--- src/rtl/spi_reg_ctrl.sv ---
// SPI byte-stream command decoder driving the FPGA control/status register file.
// Optional feature macro SPI_REG_AUTOINC_EN: burst accesses walk consecutive addresses.
module spi_reg_ctrl #(
    parameter logic [7:0]  FPGA_VER  = 8'hC2,
    parameter int unsigned ERR_CNT_W = 8
) (
    input  logic       clk_core,
    input  logic       reset_n,
    input  logic       spi_transaction_begin,
    input  logic       spi_rx_byte_available,
    input  logic [7:0] spi_rx_byte,
    output logic [7:0] spi_tx_byte,
    output logic       force_bt,
    output logic       busy,
    output logic       reg_wr_pulse
);

    typedef enum logic [1:0] {
        ST_IDLE,
        ST_CMD,
        ST_DATA
    } state_t;

    localparam logic [6:0] A_VER = 7'h00;
    localparam logic [6:0] A_FBT = 7'h01;
    localparam logic [6:0] A_SCR = 7'h02;
    localparam logic [6:0] A_ERR = 7'h03;
    localparam int unsigned ERR_RD_W = (ERR_CNT_W < 8) ? ERR_CNT_W : 8;

    state_t               state_q,    state_d;
    logic [1:0]           avail_sh_q, avail_sh_d;
    logic [7:0]           tx_q,       tx_d;
    logic                 force_q,    force_d;
    logic [7:0]           scratch_q,  scratch_d;
    logic [ERR_CNT_W-1:0] err_q,      err_d;
    logic [6:0]           addr_q,     addr_d;
    logic                 rw_q,       rw_d;
    logic                 wr_pulse_q, wr_pulse_d;

    logic       byte_evt;
    logic [6:0] next_addr;
    logic [7:0] err_rd;
    logic [7:0] rd_cmd;
    logic [7:0] rd_next;

    function automatic logic [7:0] reg_read(
        input logic [6:0] a,
        input logic       fbt,
        input logic [7:0] scr,
        input logic [7:0] err
    );
        case (a)
            A_VER:   reg_read = FPGA_VER;
            A_FBT:   reg_read = {7'b0, fbt};
            A_SCR:   reg_read = scr;
            A_ERR:   reg_read = err;
            default: reg_read = '0;
        endcase
    endfunction

    // Rising edge of the available level, seen one flop after it arrives.
    assign byte_evt = (avail_sh_q == 2'b01);

`ifdef SPI_REG_AUTOINC_EN
    assign next_addr = addr_q + 7'd1;
`else
    assign next_addr = addr_q;
`endif

    assign err_rd  = 8'(err_q[ERR_RD_W-1:0]);
    assign rd_cmd  = reg_read(spi_rx_byte[6:0], force_q, scratch_q, err_rd);
    assign rd_next = reg_read(next_addr, force_q, scratch_q, err_rd);

    always_comb begin
        avail_sh_d = {avail_sh_q[0], spi_rx_byte_available};
        state_d    = state_q;
        tx_d       = tx_q;
        force_d    = force_q;
        scratch_d  = scratch_q;
        err_d      = err_q;
        addr_d     = addr_q;
        rw_d       = rw_q;
        wr_pulse_d = 1'b0;

        if (spi_transaction_begin) begin
            state_d = ST_CMD;
            tx_d    = '0;
        end else if (byte_evt) begin
            case (state_q)
                ST_CMD: begin
                    addr_d  = spi_rx_byte[6:0];
                    rw_d    = spi_rx_byte[7];
                    state_d = ST_DATA;
                    if (!spi_rx_byte[7]) begin
                        tx_d = rd_cmd;
                    end
                end
                ST_DATA: begin
                    if (rw_q) begin
                        case (addr_q)
                            A_FBT: begin
                                force_d    = spi_rx_byte[0];
                                wr_pulse_d = 1'b1;
                            end
                            A_SCR: begin
                                scratch_d  = spi_rx_byte;
                                wr_pulse_d = 1'b1;
                            end
                            // Any write to the error counter clears it.
                            A_ERR: begin
                                err_d      = '0;
                                wr_pulse_d = 1'b1;
                            end
                            default: begin
                                if (err_q != '1) begin
                                    err_d = err_q + ERR_CNT_W'(1);
                                end
                            end
                        endcase
                    end else begin
                        tx_d = rd_next;
                    end
                    addr_d = next_addr;
                end
                default: ;
            endcase
        end
    end

    always_ff @(posedge clk_core or negedge reset_n) begin
        if (!reset_n) begin
            state_q    <= ST_IDLE;
            avail_sh_q <= '0;
            tx_q       <= '0;
            force_q    <= 1'b0;
            scratch_q  <= '0;
            err_q      <= '0;
            addr_q     <= '0;
            rw_q       <= 1'b0;
            wr_pulse_q <= 1'b0;
        end else begin
            state_q    <= state_d;
            avail_sh_q <= avail_sh_d;
            tx_q       <= tx_d;
            force_q    <= force_d;
            scratch_q  <= scratch_d;
            err_q      <= err_d;
            addr_q     <= addr_d;
            rw_q       <= rw_d;
            wr_pulse_q <= wr_pulse_d;
        end
    end

    assign spi_tx_byte  = tx_q;
    assign force_bt     = force_q;
    assign busy         = (state_q != ST_IDLE);
    assign reg_wr_pulse = wr_pulse_q;

endmodule

--- config.mk ---
export PLATFORM = sky130hd
export DESIGN_NAME = spi_reg_ctrl
export DESIGN_NICKNAME = d
export VERILOG_FILES = /design/src/rtl/spi_reg_ctrl.sv
export SDC_FILE = /design/constraint.sdc
export NUM_CORES = 1
export LEC_CHECK = 0
export CAP_MARGIN = 20
export CORE_AREA = 2 2 74 76
export DETAILED_ROUTE_END_ITERATION = 16
export DIE_AREA = 0 0 76 78
export SETUP_SLACK_MARGIN = 0.2
export SYNTH_ARGS = -nofsm -noshare
export SYNTH_HDL_FRONTEND = slang
export SYNTH_SLANG_ARGS = --single-unit
--- constraint.sdc ---
create_clock -name clk_core -period 2.05 [get_ports clk_core]
set_input_delay 0.41 -clock clk_core [delete_from_list [all_inputs] [get_ports clk_core]]
set_output_delay 0.41 -clock clk_core [all_outputs]
set_load 0.1 [all_outputs]
==> run_summary.xml <==
<?xml version="1.0" encoding="UTF-8"?>
<metrics>
  <group name="outcome">
    <metric name="outcome" unit="">finished, violations left</metric>
    <metric name="failing_checks" unit="">negative setup slack</metric>
  </group>
  <group name="sta">
    <metric name="final.setup.worst_slack" unit="ns">-0.0321</metric>
    <metric name="slew-limit-headroom" unit="">0.636</metric>
    <metric name="finalHoldViolations" unit="">0</metric>
    <metric name="slew_violations" unit="">0</metric>
    <metric name="f_max" unit="MHz">480</metric>
    <metric name="final_period_minus_worst_setup_slack" unit="ns">2.08</metric>
    <metric name="worst-slew-pin-transition" unit="ns">0.533</metric>
    <metric name="unrepaired_setup_endpoints_after_global_routing" unit="">true</metric>
    <metric name="setup_viol" unit="">7</metric>
    <metric name="clock_skew" unit="ns">0.00265</metric>
    <metric name="setup_tns" unit="ns">-0.132</metric>
    <metric name="min_period_over_period" unit="">1.02</metric>
  </group>
  <group name="clocking">
    <metric name="clkTransAtPathRegs" unit="ns">0.07</metric>
    <metric name="ctsLongestPathBuffers" unit="">2</metric>
    <metric name="root_buffer" unit="">sky130_fd_sc_hd__clkbuf_8</metric>
    <metric name="h-tree-depth" unit="">2</metric>
    <metric name="cts_made_buffers" unit="">5</metric>
    <metric name="cts_tree" unit="">done</metric>
    <metric name="clk-insertion-delay-late" unit="ns">0.28</metric>
    <metric name="cts_num_sinks" unit="">38</metric>
  </group>
  <group name="worst_setup_path">
    <metric name="critPathArrivalTime" unit="ns">2.30</metric>
    <metric name="path_max_fanout" unit="">8</metric>
    <metric name="cp_data_required_time" unit="ns">2.27</metric>
    <metric name="timing.critical_path.to_type" unit="">register</metric>
    <metric name="path_class" unit="">reg -&gt; reg</metric>
    <metric name="setup.worst_path.start_class" unit="">register</metric>
  </group>
  <group name="logic_synthesis">
    <metric name="synth.yosys.seq_area_share" unit="">0.479</metric>
    <metric name="synth.top_cells.by_count" unit="">sky130_fd_sc_hd__dfrtp_1, sky130_fd_sc_hd__mux2_2, sky130_fd_sc_hd__nand2_1</metric>
    <metric name="synth_enable_flop_cells" unit="">0</metric>
    <metric name="async_flop_share" unit="">1.00</metric>
    <metric name="synth_cells" unit="">196</metric>
    <metric name="synth_top_area_frac" unit="">0.479</metric>
    <metric name="synth_area" unit="mm^2">0.00198</metric>
    <metric name="post_synth_top_area_cell" unit="">sky130_fd_sc_hd__dfrtp_1</metric>
    <metric name="postSynthAreaPerCell" unit="um^2">10.1</metric>
    <metric name="synth.most_common_cell" unit="">sky130_fd_sc_hd__dfrtp_1</metric>
    <metric name="synth.area.top_cells" unit="">sky130_fd_sc_hd__dfrtp_1, sky130_fd_sc_hd__mux2_2, sky130_fd_sc_hd__nand2_1</metric>
    <metric name="synth.distinct_cells" unit="">39</metric>
    <metric name="yosys_most_used_dff" unit="">sky130_fd_sc_hd__dfrtp_1</metric>
    <metric name="yosys_register_bits" unit="">38</metric>
    <metric name="yosys_warnings" unit="">0</metric>
    <metric name="syn-num-nets" unit="">209</metric>
  </group>
  <group name="global_routing">
    <metric name="grt_pass1_wl" unit="mm">8.50</metric>
    <metric name="grt_max_degree" unit="">21</metric>
    <metric name="grt_antenna_before_repair" unit="">0</metric>
    <metric name="global_route.usage.total" unit="">0.180</metric>
    <metric name="first_global_vias" unit="">1741</metric>
    <metric name="globalRoute.totalOverflow" unit="">0</metric>
  </group>
  <group name="cells_and_area">
    <metric name="layoutNonFillerInstCount" unit="">314</metric>
    <metric name="nFillCells" unit="">428</metric>
    <metric name="nets" unit="">257</metric>
    <metric name="drive_above_1_share" unit="">0.463</metric>
    <metric name="diodes" unit="">0</metric>
    <metric name="syn_to_final_growth" unit="%">43.2</metric>
    <metric name="fin_util" unit="">0.564</metric>
  </group>
  <group name="die">
    <metric name="horiz_die_dim" unit="um">76</metric>
    <metric name="core-area" unit="mm^2">0.00504</metric>
    <metric name="fp.dieArea" unit="mm^2">0.00593</metric>
    <metric name="starting_density" unit="">0.394</metric>
    <metric name="std_cell_rows" unit="">26</metric>
    <metric name="die_h" unit="um">78</metric>
    <metric name="pin_count" unit="">23</metric>
  </group>
  <group name="power">
    <metric name="leakagePower" unit="nW">1.18</metric>
    <metric name="vdd_ir_drop_max" unit="mV">0.379</metric>
    <metric name="finalPower" unit="mW">2.01</metric>
    <metric name="cell_pwr_density" unit="mW/mm^2">707</metric>
  </group>
  <group name="detailed_routing">
    <metric name="post_drt_via_cell_ratio" unit="">5.43</metric>
    <metric name="detail_route.wirelength" unit="mm">4.90</metric>
    <metric name="drc" unit="">0</metric>
    <metric name="firstDrtPassIters" unit="">5</metric>
    <metric name="initial_drc_count" unit="">74</metric>
    <metric name="antenna_violating_nets_post_route" unit="">0</metric>
    <metric name="detailroute.via_count" unit="">1704</metric>
    <metric name="avgRoutedWirePerCell" unit="um">15.6</metric>
  </group>
  <group name="place">
    <metric name="io_buffers" unit="">22</metric>
    <metric name="dpl.hpwl" unit="mm">3.33</metric>
    <metric name="dp.cells" unit="">299</metric>
    <metric name="routabilityCongestion" unit="">0.825</metric>
  </group>
  <group name="worst_hold_path">
    <metric name="hold_path_class" unit="">in -&gt; async</metric>
  </group>
  <group name="job">
    <metric name="max_cap_violations" unit="">0</metric>
  </group>
</metrics>
kinds of logic after synthesis:
family | count (synthesis) | synth area share
buf+inv | 11 | 0.0227
fa+ha+maj | 1 | 0.00630
mux | 27 | 0.153
simple gates | 80 | 0.207
compound gates | 39 | 0.132
flops | 38 | 0.479
state kept, by name (all words and copies together) (netlist names):
name          flops
err_q             8
scratch_q         8
spi_tx_byte       8
addr_q            7
avail_sh_q        2
state_q           2
force_bt          1
reg_wr_pulse      1
rw_q              1
metal layers:
metal	GRT usage	part of all wire	vias up
met5	0	0	-
met4	0.0509	0.010	0
met3	0.0465	0.032	6
met2	0.288	0.50	33
met1	0.243	0.46	845
li1	-	-	820
stage by stage:
| step | worst slack [ns] | instance area [um^2] | hold slack (ns) |
|---|---|---|---|
| after detailed placement | -0.370 | 2410 | 0.384 |
| after CTS | -0.0461 | 2750 | 0.0871 |
| final | -0.0321 | 2840 | 0.0771 |
| after global placement | -0.340 | 2410 | 0.386 |
| after floorplan | 0.0317 | 2020 | 0.114 |
| after global routing | -0.0965 | 2840 | 0.0989 |
layout by cell type, fill, tap and decap left out, types with 3 or more instances in the layout:
master	n
sky130_fd_sc_hd__nand4_1	4
sky130_fd_sc_hd__nand3_1	3
sky130_fd_sc_hd__nand2b_1	4
sky130_fd_sc_hd__a21oi_2	6
sky130_fd_sc_hd__nand2_1	21
sky130_fd_sc_hd__nor2_1	18
sky130_fd_sc_hd__mux2_2	22
sky130_fd_sc_hd__mux2_4	5
sky130_fd_sc_hd__buf_4	29
sky130_fd_sc_hd__o21ai_1	4
sky130_fd_sc_hd__buf_12	3
sky130_fd_sc_hd__nor3_1	3
sky130_fd_sc_hd__clkdlybuf4s50_1	9
sky130_fd_sc_hd__dfrtp_1	38
sky130_fd_sc_hd__a311oi_1	3
sky130_fd_sc_hd__buf_6	6
sky130_fd_sc_hd__a211oi_2	4
sky130_fd_sc_hd__or4_4	3
sky130_fd_sc_hd__o21ai_0	3
sky130_fd_sc_hd__or3_4	4
sky130_fd_sc_hd__clkbuf_8	6
report_power, final:
group	total (mW)	switching (mW)	internal [mW]	leakage [nW]
Clock	0.647	0.258	0.389	0.0573
Combinational	0.469	0.263	0.205	0.624
Sequential	0.893	0.0833	0.809	0.502
Total	2.01	0.605	1.40	1.18
critical path: stages, from the launching register on:
cell and delay, ns:
sky130_fd_sc_hd__dfrtp_1 0.39, sky130_fd_sc_hd__or4_4 0.54, sky130_fd_sc_hd__or2_4 0.26, sky130_fd_sc_hd__o22a_4 0.26, sky130_fd_sc_hd__or4_4 0.42, sky130_fd_sc_hd__a21oi_2 0.14
final timing paths:
check / start / endpoint / slack (ns) / cells past startpoint
worst min-delay path: reset_n / err_q[2] / 0.08 / 1
max in group asynchronous: reset_n / scratch_q[3] / 1.51 / 2
min in group clk_core: avail_sh_q[0] / avail_sh_q[1] / 0.40 / 0
worst min register to register: avail_sh_q[0] / avail_sh_q[1] / 0.40 / 0
worst max register to register: addr_q[4] / err_q[7] / -0.03 / 5
worst max-delay path: addr_q[4] / err_q[7] / -0.03 / 5
what timing repair did:
action                     4_1_cts  5_1_grt
buffers inserted                 5        2
setup endpoints to repair       18       25
pin swaps                       23       12
hold buffers                     0        0
resized for setup               37       17
cloned                           1        0
area by class of cell:
type,instances,area (um^2),share of cell area
multi-input cells,148,1230,0.434
well taps,70,87.6,0.0308
flip-flops and latches,38,951,0.335
clock inverters,1,30.0,0.0106
repair buffers,49,449,0.158
clock buffers,6,82.6,0.0291
inverters,2,7.51,0.00264
(Power assumes the default switching activity.)
